==> config.mk <==
export PLATFORM = sky130hd
export DESIGN_NAME = timed_decoder
export DESIGN_NICKNAME = d
export VERILOG_FILES = /design/src/rtl/timed_decoder_pkg.sv /design/src/rtl/timed_decoder_onehot_dec.sv /design/src/rtl/timed_decoder.sv
export SDC_FILE = /design/constraint.sdc
export NUM_CORES = 1
export LEC_CHECK = 0
export BUFFER_PORTS_ARGS = -buffer_cell sky130_fd_sc_hd__buf_2
export CORE_MARGIN = 4
export CORE_UTILIZATION = 35
export CTS_CLUSTER_DIAMETER = 200
export CTS_CLUSTER_SIZE = 12
export DETAILED_ROUTE_END_ITERATION = 10
export GPL_TIMING_DRIVEN = 0
export PLACE_DENSITY_LB_ADDON = 0.12
export SLEW_MARGIN = 20
export SYNTH_ARGS = -nofsm -noshare
export SYNTH_HDL_FRONTEND = slang
export SYNTH_HIERARCHICAL = 1
export SYNTH_SLANG_ARGS = --single-unit
==> constraint.sdc <==
create_clock -name clk -period 3.9 [get_ports clk]
set_clock_uncertainty 0.05 [all_clocks]
set_input_delay 0.585 -clock clk [delete_from_list [all_inputs] [get_ports clk]]
set_output_delay 0.585 -clock clk [all_outputs]
set_load 0.02 [all_outputs]
==> src/rtl/timed_decoder_pkg.sv <==
// -----------------------------------------------------------------------------
// timed_decoder_pkg
//   Shared types and helpers for the timed one-hot decoder.
//   - state_t    : FSM encoding (IDLE / DRIVE / GAP)
//   - onehot()   : index -> one-hot vector, zero for indices >= width
//   - cnt_width(): counter width able to hold max(hold, gap, 2) - 1
// -----------------------------------------------------------------------------
package timed_decoder_pkg;

  typedef enum logic [1:0] {
    IDLE  = 2'd0,
    DRIVE = 2'd1,
    GAP   = 2'd2
  } state_t;

  localparam int MAX_OUT = 256;

  // Returns a MAX_OUT-wide one-hot word; callers truncate to their own width.
  // Codes at or beyond `width` decode to all-zero, which is how out-of-range
  // codes end up behaving like the "no request" token.
  function automatic logic [MAX_OUT-1:0] onehot(input int unsigned code,
                                                input int unsigned width);
    logic [MAX_OUT-1:0] v;
    v = '0;
    if (code < width) v[code] = 1'b1;
    return v;
  endfunction

  function automatic int cnt_width(input int hold, input int gap);
    int m;
    m = 2;
    if (hold > m) m = hold;
    if (gap > m) m = gap;
    return $clog2(m);
  endfunction

  // Counter width for the default configuration (HOLD_CYCLES=4, GAP_CYCLES=1).
  localparam int DEF_CNT_W = cnt_width(4, 1);

endpackage

==> src/rtl/timed_decoder_onehot_dec.sv <==
// -----------------------------------------------------------------------------
// onehot_dec
//   Purely combinational, enable-gated N_OUT-line decoder.
//   Ports:
//     en           : gate; when low, y is all-zero and out_of_range is low
//     code         : index to decode
//     none         : "no request" token, forces y to zero (wins over code)
//     y            : one-hot (or all-zero) result
//     out_of_range : code >= N_OUT while enabled and not `none`
// -----------------------------------------------------------------------------
module onehot_dec
  import timed_decoder_pkg::*;
#(
  parameter int N_OUT  = 8,
  parameter int CODE_W = $clog2(N_OUT)
) (
  input  logic              en,
  input  logic [CODE_W-1:0] code,
  input  logic              none,
  output logic [N_OUT-1:0]  y,
  output logic              out_of_range
);

  logic [MAX_OUT-1:0] full;

  // Gating on `en` keeps an undriven/X code from reaching y when nothing is
  // being accepted.
  // NOTE: every variable assigned in always_comb gets a default first so no
  // path leaves it unassigned -- that is what prevents latch inference.
  always_comb begin
    full         = '0;
    out_of_range = 1'b0;
    if (en && !none) begin
      full         = onehot(32'(code), N_OUT);
      out_of_range = (32'(code) >= N_OUT);
    end
  end

  assign y = N_OUT'(full);

endmodule

==> src/rtl/timed_decoder.sv <==
// -----------------------------------------------------------------------------
// timed_decoder
//   Accepts an encoded index over valid/ready and drives the matching one-hot
//   line for HOLD_CYCLES cycles, followed by GAP_CYCLES forced-zero cycles.
//   Ports:
//     clk, rst  : clock, synchronous active-high reset
//     en        : global enable; low aborts activity and blocks acceptance
//     in_valid  : code/none presented
//     in_ready  : can accept (combinational, only in IDLE)
//     in_code   : index to decode
//     in_none   : "no request" token, holds with all outputs low
//     y         : registered one-hot output
//     busy      : high in DRIVE or GAP
//     done      : one-cycle pulse as a hold completes normally
//     err       : one-cycle pulse after an out-of-range code is accepted
// -----------------------------------------------------------------------------
module timed_decoder
  import timed_decoder_pkg::*;
#(
  parameter int N_OUT       = 8,
  parameter int CODE_W      = $clog2(N_OUT),
  parameter int HOLD_CYCLES = 4,
  parameter int GAP_CYCLES  = 1
) (
  input  logic              clk,
  input  logic              rst,
  input  logic              en,
  input  logic              in_valid,
  output logic              in_ready,
  input  logic [CODE_W-1:0] in_code,
  input  logic              in_none,
  output logic [N_OUT-1:0]  y,
  output logic              busy,
  output logic              done,
  output logic              err
);

  localparam int CNT_W  = cnt_width(HOLD_CYCLES, GAP_CYCLES);
  localparam int HOLD_M1 = HOLD_CYCLES - 1;
  // Guarded so a zero gap never produces a negative reload constant.
  localparam int GAP_M1  = (GAP_CYCLES > 0) ? GAP_CYCLES - 1 : 0;

  state_t             state_q, state_d;
  logic [CNT_W-1:0]   cnt_q;
  logic               accept;
  logic [N_OUT-1:0]   dec_y;
  logic               dec_oor;

  assign accept = in_valid && in_ready;

  onehot_dec #(
    .N_OUT  (N_OUT),
    .CODE_W (CODE_W)
  ) u_dec (
    .en           (accept),
    .code         (in_code),
    .none         (in_none),
    .y            (dec_y),
    .out_of_range (dec_oor)
  );

  // State register.
  // NOTE: sequential state uses non-blocking assignments so every register
  // samples pre-edge values regardless of process ordering.
  always_ff @(posedge clk) begin
    if (rst) state_q <= IDLE;
    else     state_q <= state_d;
  end

  // Next-state logic. Dropping en aborts straight back to IDLE.
  always_comb begin
    state_d = state_q;
    if (!en) begin
      state_d = IDLE;
    end else begin
      unique case (state_q)
        IDLE:    if (accept) state_d = DRIVE;
        DRIVE:   if (cnt_q == '0) state_d = (GAP_CYCLES > 0) ? GAP : IDLE;
        GAP:     if (cnt_q == '0) state_d = IDLE;
        default: state_d = IDLE;
      endcase
    end
  end

  // Moore-style outputs. in_ready is held low during reset so nothing is
  // consumed on an edge that is discarding state anyway.
  always_comb begin
    in_ready = !rst && en && (state_q == IDLE);
    busy     = (state_q != IDLE);
  end

  // Counter and registered outputs.
  always_ff @(posedge clk) begin
    if (rst) begin
      cnt_q <= '0;
      y     <= '0;
      done  <= 1'b0;
      err   <= 1'b0;
    end else begin
      done <= 1'b0;
      err  <= 1'b0;
      if (!en) begin
        cnt_q <= '0;
        y     <= '0;
      end else begin
        unique case (state_q)
          IDLE: begin
            if (accept) begin
              y     <= dec_y;
              err   <= dec_oor;
              cnt_q <= CNT_W'(HOLD_M1);
            end
          end
          DRIVE: begin
            if (cnt_q == '0) begin
              y     <= '0;
              done  <= 1'b1;
              cnt_q <= CNT_W'(GAP_M1);
            end else begin
              cnt_q <= cnt_q - CNT_W'(1);
            end
          end
          GAP: begin
            if (cnt_q != '0) cnt_q <= cnt_q - CNT_W'(1);
          end
          default: begin
            cnt_q <= '0;
            y     <= '0;
          end
        endcase
      end
    end
  end

endmodule

==> results.md, run 1 <==
Clock network:
- In this run, post-CTS hold repair placed 0 buffers.
- The root buffer cell is clkbuf_4.
- Once the clock tree was built, the resizer swapped 0 gates to a different size.
- The total setup buffers inserted after CTS is 0.
- The deepest clock path buffer count is 2.
- In this run the number of H-tree levels came out at 1.
- The CTS buffer count is 3.
- The clock latency reported for the late side of the worst-skew pair is 0.27 ns.
- TritonCTS built the clock tree.
- After clock tree synthesis, the clock-pin slew on the worst setup and hold paths is 0.08 ns.
- The clock drives 14 sinks.

Synth:
- Sorting the synthesized cells by how often they occur yields nand2_1, dfxtp_1, mux2i_1, nor2_1.
- The part of the Yosys area used for sequential elements is approximately 35%.
- The post-synthesis area per instance is 8.703 um^2.
- The number of synthesized register bits is 14.
- The total of warnings raised by yosys is 6.
- The largest total area in the synthesized netlist belongs to dfxtp_1.
- The most used flip-flop cell after synthesis is dfxtp_1.
- When the netlist entered floorplanning its net count stood at 102.
- The count of flip-flops with a built-in enable after synthesis is 0.
- The share of the synthesized area in the top cell type is a little over a third.
- The share of synthesized registers carrying an async set or reset is 0%.
- After synthesis, the netlist uses 30 different library cells.
- The most common cell in the synthesized netlist is nand2_1.
- The number of instances in the synthesized netlist is 91.
- By area the synthesized netlist is led by dfxtp_1, mux2i_1, nand2_1, ha_1, nor2_1.
- The synthesized netlist occupies a cell area of 792.0 um^2.

Detailed routing:
- After detailed routing, the average wire length per cell comes to around 11 um.
- The total length of routed wires is 1589 um.
- The total DRC errors in the routed layout is 0.
- The detail route stage leaves a number of antenna-violating nets equal to 0.
- In the routed layout, each cell is associated on average with a via count of 4.908.
- The detailed-router iteration count before antenna repair is 4.
- The detailed router placed 692 vias in this run.
- In this run, the number of DRC markers left after iteration 0 of detailed routing was 17.

Timing:
- The max-slew violation total from the final report is 0.
- The relative slew slack is 66.20%.
- Setup repair after global routing left no endpoint under its margin.
- Subtracting the final worst setup slack from the clock period gives roughly 2.1 ns.
- The number of setup violations in the final report is 0.
- The maximum achievable frequency is 480.3 MHz.
- The summed negative setup slack over all endpoints is 0 ns.
- The number of endpoints with negative hold slack in the final report was 0.
- At the pin with the least slew margin, the transition time is approximately 0.5 ns.
- The post-route fraction of the period consumed by the critical path is 53.39%.

Die:
- The core footprint is 2062 um^2.
- The height of the chip is approximately 56 um.
- The die covers 3088 um^2.
- The die outline width is ~56 um.
- Row generation in the floorplan step produced 16 rows.
- 20 I/O pins were placed.
- For this configuration, the core starts out at a cell density of 38.41%.

Worst setup path:
- STA classifies the critical path startpoint as a flop.
- At the worst endpoint, the required time is 3.26 ns.
- The top fanout value on the critical path is 10.
- Traced cell by cell, the critical path runs through nor4b_4, buf_2.
- The arrival time of data at the critical path endpoint is 1.45 ns.
- The delay of the slowest cell on the worst path is 0.54 ns.
- The combined buffer and inverter count along the critical path is 1.
- Measured in cells, the most critical reg-to-reg path has a length of 6.
- The type of the worst setup path is flop to output port.
- The slowest stage of the critical path belongs to the cell nor4b_4.
- The cell family contributing the most delay on the critical path is simple AND/OR/NAND/NOR gates.
- The kind of end point of the critical path is an output port.
- The critical path runs through a total of 2 cells.

Finish:
- The number of filler cells placed in the layout is 217.
- Across the whole layout, storage elements account for around 280 um^2.
- The repair_antennas step left the layout with diodes totalling 0.
- Summing all multi-input logic gate instances after layout gives 476.7 um^2.
- The area added between synthesis and finish is 20.85%.
- The layout net count is 126.
- Of the cells placed in the final design, the portion with a size suffix greater than 1 is 28.07%.
- The share of the core filled with cells is 46.42%.

Place:
- The HPWL after detailed placement is 1259 um.
- Input and output buffers added on the ports amount to 19.
- At the end of routability-driven placement, the weighted congestion stood at around 0.83.

GRT:
- The maximum number of pins on one net before global-route repair is 11.
- The initial antenna violation count came to 0.
- The total global routing track utilization is 10.72%.
- The first global-routing pass estimated 2608 um of wire.
- The overall overflow remaining after global route is 0.
- The number of global-route vias before repair was 600.

Power and ir drop:
- The leakage power figure is 0.0003984 uW.
- The power density over the cells is 306.2 nW/um^2.
- Across the VDD grid, the largest voltage drop is 0.1613 mV.

Flow run:
- Max-cap violations in this run came to 0.

Hold path:
- The cell depth of the worst min-delay path is 2.
- The type of the worst min-delay path is flop to flop.

Run status:
- The flow ran to the end, and the final reports show no timing, DRC or antenna violations.
-- path summary, 6_finish.rpt --
| check | startpoint | endpoint | slack (ns) |
|---|---|---|---|
| worst max-delay path | state_q[0] | in_ready | 1.82 |
| worst min-delay path | y[6] | y[6] | 0.41 |
| worst max register to register | state_q[1] | y[4] | 2.27 |
| worst min register to register | y[6] | y[6] | 0.41 |
-- logic make-up after synthesis --
group           count (synthesis)  synth area share [%]
buf+inv                         7                 4.422
other cells                     1                0.4735
flops                          14                 35.39
fa+ha+maj                       3                 4.740
simple gates                   49                 36.81
mux                             8                 10.11
compound gates                  9                 8.057
-- power by group --
group | internal, uW | total, uW | switching (uW)
Combinational | 18.4 | 42.3 | 23.9
Sequential | 145 | 147 | 2.50
Clock | 56.7 | 103 | 46.6
-- tightest hold or removal path: stages (launching register included) --
cell     delay (ns)
dfxtp_1        0.31
nand2_1        0.05
mux2i_1        0.05
-- layout by cell type, fill, tap and decap left out --
cell type | synthesis | routed
a21oi_1 | 4 | 4
a311oi_1 | 1 | 1
and3_1 | 1 | 1
and3b_1 | 1 | 1
buf_1 | 1 | 1
buf_2 | 1 | 20
buf_4 | 2 | 2
clkbuf_4 | 0 | 3
clkbuf_8 | 0 | 1
conb_1 | 1 | 1
dfxtp_1 | 14 | 14
ha_1 | 3 | 3
inv_1 | 3 | 3
mux2i_1 | 8 | 8
nand2_1 | 18 | 18
nand2b_1 | 4 | 4
nand3b_1 | 1 | 1
nand4_1 | 1 | 1
nand4bb_4 | 1 | 1
nor2_1 | 8 | 8
nor2b_1 | 4 | 4
nor3_1 | 4 | 4
nor3_2 | 1 | 1
nor4_1 | 1 | 1
nor4b_4 | 1 | 1
nor4bb_1 | 1 | 1
o21ai_0 | 1 | 1
o21ai_1 | 1 | 1
o21ai_4 | 1 | 1
o32ai_1 | 1 | 1
or2_2 | 1 | 1
or3b_4 | 1 | 1
-- metal layers --
metal  GRT usage, %  up-vias  wire (um)
met5              0        -          0
met2          16.55       20        785
li1               -      354          -
met1          13.73      316        709
met3          2.088        2         79
met4          6.250        0         15
-- final cells by class --
cell class | instances | share of cell area, %
Multi-Input combinational cell | 70 | 49.80
Sequential cell | 14 | 29.28
Timing Repair Buffer | 19 | 9.935
Clock buffer | 4 | 3.791
Tap cell | 27 | 3.529
Buffer | 4 | 2.484
Inverter | 3 | 1.176
-- through the flow --
step / cell area, um^2 / hold WS [ns] / total power [uW] / setup WS, ns / cells
global route: 957.2 / 0.4296 / 309.5 / 1.721 / 141
global placement: 920.9 / 0.3890 / 193.0 / 1.813 / 137
detailed placement: 920.9 / 0.3961 / 193.1 / 1.811 / 137
floorplan: 792.0 / 0.4407 / 179.6 / 2.155 / 91
CTS: 957.2 / 0.4122 / 298.7 / 1.792 / 141
finish: 957.2 / 0.4074 / 293.1 / 1.818 / 141
-- state kept, by name, indices dropped and copies added (netlist names) --
register	count
cnt_q	2
state_q	2
y	8
err	1
done	1
(Power assumes the default switching activity.)
==> inputs of run 2 (changes only) <==
ABC_AREA = 1   (was unset)
clock period = 1.7 ns   (was 3.9 ns; I/O delays follow)
==> results.md, run 2 <==
Run status:
- The flow ran to the end, and the final reports show no timing, DRC or antenna violations.

Timing:
- The final period demand of the worst path is ~1.6 ns.
- The number of setup violations in the final report is 0 (unchanged).
- The maximum achievable frequency is 642.6 MHz.
- Of the available clock period, the critical path in the final layout requires 91.55%.
- Setup repair after global routing left no endpoint under its margin.
- The summed negative setup slack over all endpoints came to 0 ns (unchanged).
- The max-slew violation total from the final report came to 0 (unchanged).
- The number of endpoints with negative hold slack in the final report was 0 (unchanged).

Place:
- The final weighted congestion of routability-driven global placement is 0.7203 (-13%).
- The placed cell count is 186 (+36%).
- The number of buffers added on ports is 19 (unchanged).
- The total half-perimeter wirelength after legalization and detailed placement came to 1367 um (+8.5%).

Finish:
- The register with the most flip-flops in the final layout is y.
- The final antenna diode count came to 0 (unchanged).
- The share of final-layout standard cells stronger than drive strength 1 is 27.78% (-0.29 points).
- The largest registers in the layout are y (8), cnt_q (2), state_q (2).
- The top cell types in the final layout, fill and taps aside, are nor2_1, inv_1, nand2_1, buf_2, dfxtp_1.
- Relative to the synthesized area, the layout overhead comes to 21.44%.
- The number of non-filler instances in the completed layout was 190 (+35%).
- The flip-flop count of the largest register after layout is 8 (unchanged).
- The layout net count was 175 (+39%).
- The leading cell type in the layout, fill and taps excluded is nor2_1.

Die:
- The height of the chip is 57.34 um (+3.2%).
- The I/O pin count was 20 (unchanged).
- The initial standard-cell utilization of the core was 37.79% (-0.62 points).
- The core footprint is 2255 um^2 (+9.3%).
- The die outline width is 57.34 um (+3.2%).
- The die outline area was 3288 um^2 (+6.5%).
- The count of standard-cell rows is 17 (+1).

GRT:
- The initial antenna violation count was 0 (unchanged).
- The number of global-route vias before repair is 775 (+29%).
- The first-pass GRT wire length is 3091 um (+19%).
- The busiest layer in global routing is met2.
- The overall overflow remaining after global route is 0 (unchanged).
- The total global routing track utilization is 11.99% (+1.3 points).
- The met2 demand-to-capacity share in global routing is 20.16% (+3.6 points).
- The global-route met1 utilization is 13.76% (+0.035 points).
- The met3 demand-to-capacity share in global routing is 3.394% (+1.3 points).
- The maximum number of pins on one net before global-route repair is 11 (unchanged).

Synth:
- The most used flip-flop cell after synthesis is dfxtp_1.
- Ranked by total cell area, the synthesized netlist is headed by dfxtp_1, nor2_1, inv_1, nand2_1, ha_1.
- The part of the Yosys area used for sequential elements came to 32.89% (-2.5 points).
- By count the netlist is led by nor2_1, inv_1, nand2_1.
- The total of warnings raised by yosys is 6 (unchanged).
- The share of synthesized registers carrying an async set or reset came to 0% (unchanged).
- The number of nets in the synthesized netlist is 150 (+47%).
- The number of instances in the synthesized netlist was 139 (+53%).
- The share of the synthesized area in the top cell type is 32.89% (-2.5 points).
- nor2_1 is the most common cell in the netlist.
- The area of the mapped netlist is 852.1 um^2 (+7.6%).
- The unique cell type count in the Yosys netlist is 18 (-40%).
- Summed over all instances, the cell type with the most area after synthesis is dfxtp_1.
- The post-synthesis area per instance came to 6.130 um^2 (-30%).
- The number of synthesized register bits was 14 (unchanged).
- The count of flip-flops with a built-in enable after synthesis is 0 (unchanged).

Detailed routing:
- The routed wirelength normalized by instance count is 9.111 um (-19%).
- The via density per instance is 4.284 (-13%).
- The count of routing violations after the opening detailed-route iteration came to 9 (-8).
- The remaining antenna violation count after routing came to 0 (unchanged).
- The total length of routed wires came to 1731 um (+8.9%).
- The detailed-router iteration count before antenna repair is 4 (unchanged).
- The total DRC errors in the routed layout was 0 (unchanged).
- The number of vias in the routed layout is 814 (+18%).

Clock network:
- The deepest clock path buffer count is 2 (unchanged).
- The depth of the CTS H-tree is 1 (unchanged).
- The clock latency reported for the late side of the worst-skew pair is 0.28 ns (about the same).
- The tree is rooted in a clkbuf_4.
- The CTS buffer count was 3 (unchanged).
- The clock-pin slew on the worst setup and hold paths was 0.09 ns (about the same).
- TritonCTS built the clock tree.
- The total clock sinks is 14 (unchanged).

Hold path:
- The type of the worst min-delay path is primary input to flop.
- The critical hold path startpoint is in_valid.

Worst setup path:
- The most critical setup path has its startpoint at cnt_q[0].
- The required time at the endpoint of the critical path is 1.83 ns (-1.43 ns).
- The arrival time of data at the critical path endpoint is 1.68 ns (+0.23 ns).
- The critical path in this run is classified as flop to flop.
- In this run the critical register-to-register path is launched from cnt_q[0].
- The worst setup path is launched from a flop.
- The kind of end point of the critical path is a flop.
- The top fanout value on the critical path came to 10 (unchanged).
- The setup slack on the worst flop-to-flop path is 0.14 ns (-2.13 ns).

Power and ir drop:
- The leakage power figure is 0.0005386 uW (+35%).
- The worst-case vdd ir drop is 0.3761 mV (+130%).
- The power density over the cells is 661.7 nW/um^2 (+120%).

Flow run:
- The count of max-cap constraint violations is 0 (unchanged).
-- run 2: cell count changes in the layout (fill, tap and decap cells not counted), moves of 4 or more --
cell,before,now
nand3_1,0,5
nor3_1,4,0
nor2_2,0,4
nor2b_1,4,0
nor2_1,8,36
nand2b_1,4,0
mux2i_1,8,0
nand2_1,18,26
inv_1,3,26
-- run 2: timing repair --
item / 4_1_cts / 5_1_grt
pin swaps: 0 / 1
endpoints found under the setup margin: 8 / 8
buffers inserted: 0 / 1
hold buffers: 0 / 0
gates resized for setup: 1 / 6
-- run 2: routing by layer --
layer	up-vias	part of all wire (%)
li1	448	-
met1	351	49
met2	13	47
met3	2	3.3
met4	0	0.81
met5	-	0
-- run 2: path summary, 6_finish.rpt --
path,endpoint,depth (start not counted)
worst max-delay path,y[3],11
worst min-delay path,state_q[0],3
worst max register to register,y[3],11
worst min register to register,y[4],2
-- run 2: area by class of cell --
type                    instances  area, um^2
fillers                       278        1220
multi-input cells              91       446.7
plain buffers                   3       23.77
flip-flops and latches         14       285.3
clock buffers                   3       22.52
well taps                      28       35.03
inverters                      31       118.9
repair buffers                 20       102.6
-- run 2: critical path, cell delays in order (launching register included) --
cell	delay (ns)
dfxtp_1	0.39
inv_1	0.08
ha_1	0.24
inv_1	0.10
nand3_2	0.09
nand2_2	0.08
inv_2	0.04
nand2_2	0.07
buf_6	0.14
nand2_1	0.05
nand2_1	0.07
nor2_2	0.03
-- run 2: metrics by stage --
stage	utilization, %	hold WS (ns)	area, um^2	worst slack, ns	power, uW
global route	45.89	0.2502	1035	0.007741	733.7
floorplan	-	0.3539	859.6	0.06178	460.4
detailed placement	43.90	0.4223	989.7	0.003358	499.8
global placement	43.90	0.4160	989.7	0.02999	496.0
CTS	45.12	0.2240	1017	0.06406	693.0
finish	45.89	0.2056	1035	0.1437	684.6
-- run 2: where the power goes --
group	total, uW	internal [uW]	switching (uW)
logic	146	53.5	92.4
clock network	190	82.1	108
registers	348	339	9.29
total	685	475	210
-- run 2: logic make-up (layout without fill, tap and decap cells) --
logic type,after synthesis,count (layout),synth area share [%]
AO/OA/AOI/OAI,8,8,6.021
buffers and inverters,34,57,16.45
other,1,1,0.4401
flip-flops,14,14,32.89
adder cells (fa/ha/maj),3,3,4.406
AND/OR/NAND/NOR,79,79,39.79
==> inputs of run 3 (changes only) <==
CELL_PAD_IN_SITES_DETAIL_PLACEMENT = 1   (was unset)
CELL_PAD_IN_SITES_GLOBAL_PLACEMENT = 1   (was unset)
CORE_UTILIZATION = 31   (was 35)
REMOVE_ABC_BUFFERS = 1   (was unset)
==> results.md, run 3 (synthesis gave the netlist of run 2 again) <==
Run status:
- The flow ran to the end, and the final reports show no timing, DRC or antenna violations.

GRT:
- The total global routing track utilization was 12.88% (+0.89 points).
- The maximum number of pins on one net before global-route repair is 13 (+2).
- The overall overflow remaining after global route is 0 (unchanged).
- The first-pass GRT wire length was 3477 um (+12%).
- The initial antenna violation count was 0 (unchanged).
- The number of global-route vias before repair is 834 (+7.6%).

Clock network:
- The CTS tree is yes.
- The clock-pin slew on the worst setup and hold paths came to 0.09 ns (about the same).
- The depth of the CTS H-tree was 1 (unchanged).
- The deepest clock path buffer count came to 2 (unchanged).
- The clock latency reported for the late side of the worst-skew pair was 0.28 ns (about the same).
- CTS placed an instance of clkbuf_4 at the clock tree root.
- The CTS buffer count was 3 (unchanged).
- The total clock sinks was 14 (unchanged).

Power and ir drop:
- The power spent charging and discharging nets is 220.2 uW (+4.9%).
- The internal power is 517.6 uW (+9.0%).
- The part of the total power dissipated in sequential elements is 47.3% (-3.6 points).
- The power share of the clock group is 33.3% (+5.5 points).
- The power density over the cells is 714.7 nW/um^2 (+8.0%).
- The leakage power figure is 0.0005309 uW (-1.4%).
- The fraction of power consumed by combinational cells is 19.4% (-1.9 points).
- The switching power share of the total is 29.84% (-0.81 points).
- The worst-case vdd ir drop came to 0.3832 mV (+1.9%).

Timing:
- The post-route fraction of the period consumed by the critical path is 87.90% (-3.6 points).
- The number of setup violations in the final report was 0 (unchanged).
- At the pin with the least slew margin, the transition time is roughly 0.80 ns.
- The max-slew violation total from the final report came to 0 (unchanged).
- The smallest hold slack is 0.2111 ns (+0.005448 ns).
- The final period demand of the worst path came to 1.494 ns (-0.06203 ns).
- Setup repair after global routing left no endpoint under its margin.
- The number of endpoints with negative hold slack in the final report is 0 (unchanged).
- Headroom to the max-slew limit came out at 46.59%.
- The maximum achievable frequency came to 669.2 MHz (+4.2%).
- The final worst-path setup slack is 0.2057 ns (+0.06203 ns).

Place:
- The final weighted congestion of routability-driven global placement is 0.7629 (+5.9%).
- The number of buffers added on ports is 19 (unchanged).
- The total half-perimeter wirelength after legalization and detailed placement came to 1552 um (+14%).
- The setup slack after placement was -0.1341 ns (-0.1375 ns).

Worst setup path:
- The top fanout value on the critical path is 9 (-1).
- In this run the worst setup path begins at state_q[1].
- The depth of the worst register-to-register path was 11 (unchanged).
- The start of the worst register-to-register path is state_q[1].
- The type of the worst setup path is flop to flop.
- The arrival time of data at the critical path endpoint is 1.67 ns (about the same).
- The endpoint of the most critical register-to-register path is y[6].
- The setup slack on the worst flop-to-flop path is 0.21 ns (+0.06 ns).
- The required time at the endpoint of the critical path was 1.88 ns (+0.05 ns).
- The worst setup path is captured at a flop.
- STA classifies the critical path startpoint as a flop.

Die:
- The initial standard-cell utilization of the core is 33.48% (-4.3 points).
- The count of standard-cell rows is 18 (+1).
- The die outline width is 60.43 um (+5.4%).
- The I/O pin count came to 20 (unchanged).
- The height of the chip is 60.43 um (+5.4%).
- The core footprint came to 2545 um^2 (+13%).
- The die outline area is 3651 um^2 (+11%).

Finish:
- The final antenna diode count was 0 (unchanged).
- The share of final-layout standard cells stronger than drive strength 1 is 26.88% (-0.90 points).
- The largest registers in the layout are y (8), cnt_q (2), state_q (2).
- The flip-flop count of the largest register after layout is 8 (unchanged).
- The library cell used most frequently in the layout, excluding fill and tap cells, is nor2_1.
- Relative to the synthesized area, the layout overhead comes to 21.15%.
- In the layout the commonest cells are nor2_1, inv_1, nand2_1, buf_2, dfxtp_1.
- Counting flops per register, the top entry is y.
- The layout net count is 172 (-1.7%).

Flow run:
- The count of max-cap constraint violations is 0 (unchanged).

Detailed routing:
- The remaining antenna violation count after routing is 0 (unchanged).
- The via density per instance is 4.358 (+1.7%).
- The detailed-router iteration count before antenna repair came to 4 (unchanged).
- The total DRC errors in the routed layout is 0 (unchanged).
- The number of vias in the routed layout is 828 (+1.7%).
- The routed wirelength normalized by instance count was 10.56 um (+16%).
- The count of routing violations after the opening detailed-route iteration is 12 (+3).
- The total length of routed wires is 2006 um (+16%).

Hold path:
- The critical hold path startpoint is in_valid.
- The cell depth of the worst min-delay path is 3 (unchanged).
- For hold timing, the worst endpoint is state_q[0].
- The type of the worst min-delay path is primary input to flop.
[run 3: worst max-delay path by stage]
| stage | end | slack (ns) | cells after the start |
|---|---|---|---|
| floorplan | y[3] | -0.16 | 11 |
| global placement | y[0] | -0.08 | 11 |
| detailed placement | y[4] | -0.13 | 11 |
| CTS | y[1] | 0.03 | 11 |
| global route | y[3] | 0.00007 | 11 |
| finish | y[6] | 0.21 | 11 |
[run 3: critical path, stage by stage (launching register included)]
cell     delay (ns)
dfxtp_4        0.39
nor2_4         0.15
inv_4          0.08
nor2_4         0.10
nand2_2        0.08
inv_2          0.08
nand3_2        0.11
nor2_1         0.11
inv_1          0.05
nor2_1         0.10
nor2_1         0.06
nor2_2         0.09
[run 3: power by group through the flow]
| stage | clock, uW | combinational [uW] | sequential [uW] |
|---|---|---|---|
| after floorplan | 0 | 83.7 | 367 |
| after global placement | 0 | 131 | 356 |
| after detailed placement | 0 | 137 | 357 |
| after CTS | 264 | 140 | 350 |
| after global routing | 274 | 165 | 351 |
| final | 246 | 143 | 349 |
[run 3: repair_timing]
item / CTS / global route
gates resized for setup: 2 / 8
hold buffers: 0 / 0
setup endpoints to repair: 9 / 8
buffers inserted: 1 / 0
pin swaps: 1 / 0
[run 3: metal layers]
layer | vias to the layer above | share of wire [%] | track usage (%)
li1 | 443 | - | -
met1 | 369 | 49 | 15.77
met2 | 14 | 45 | 20.68
met3 | 2 | 4.6 | 3.617
met4 | 0 | 0.85 | 6.502
met5 | - | 0 | 0
[run 3: layout make-up]
type / instances / area (um^2)
fillers: 359 / 1513
clock buffers: 4 / 36.28
multi-input cells: 91 / 451.7
flip-flops and latches: 14 / 285.3
inverters: 31 / 118.9
repair buffers: 20 / 102.6
well taps: 30 / 37.54
[run 3: through the flow]
stage / power (uW) / setup TNS, ns / utilization [%] / cells / instance area, um^2
global placement: 487.9 / -0.5708 / 37.76 / 185 / 960.9
detailed placement: 494.4 / -0.9394 / 37.76 / 185 / 960.9
global route: 790.0 / 0 / 40.56 / 190 / 1032
CTS: 754.1 / 0 / 39.72 / 190 / 1011
finish: 737.7 / 0 / 40.56 / 190 / 1032
floorplan: 450.4 / -1.235 / - / 136 / 828.3
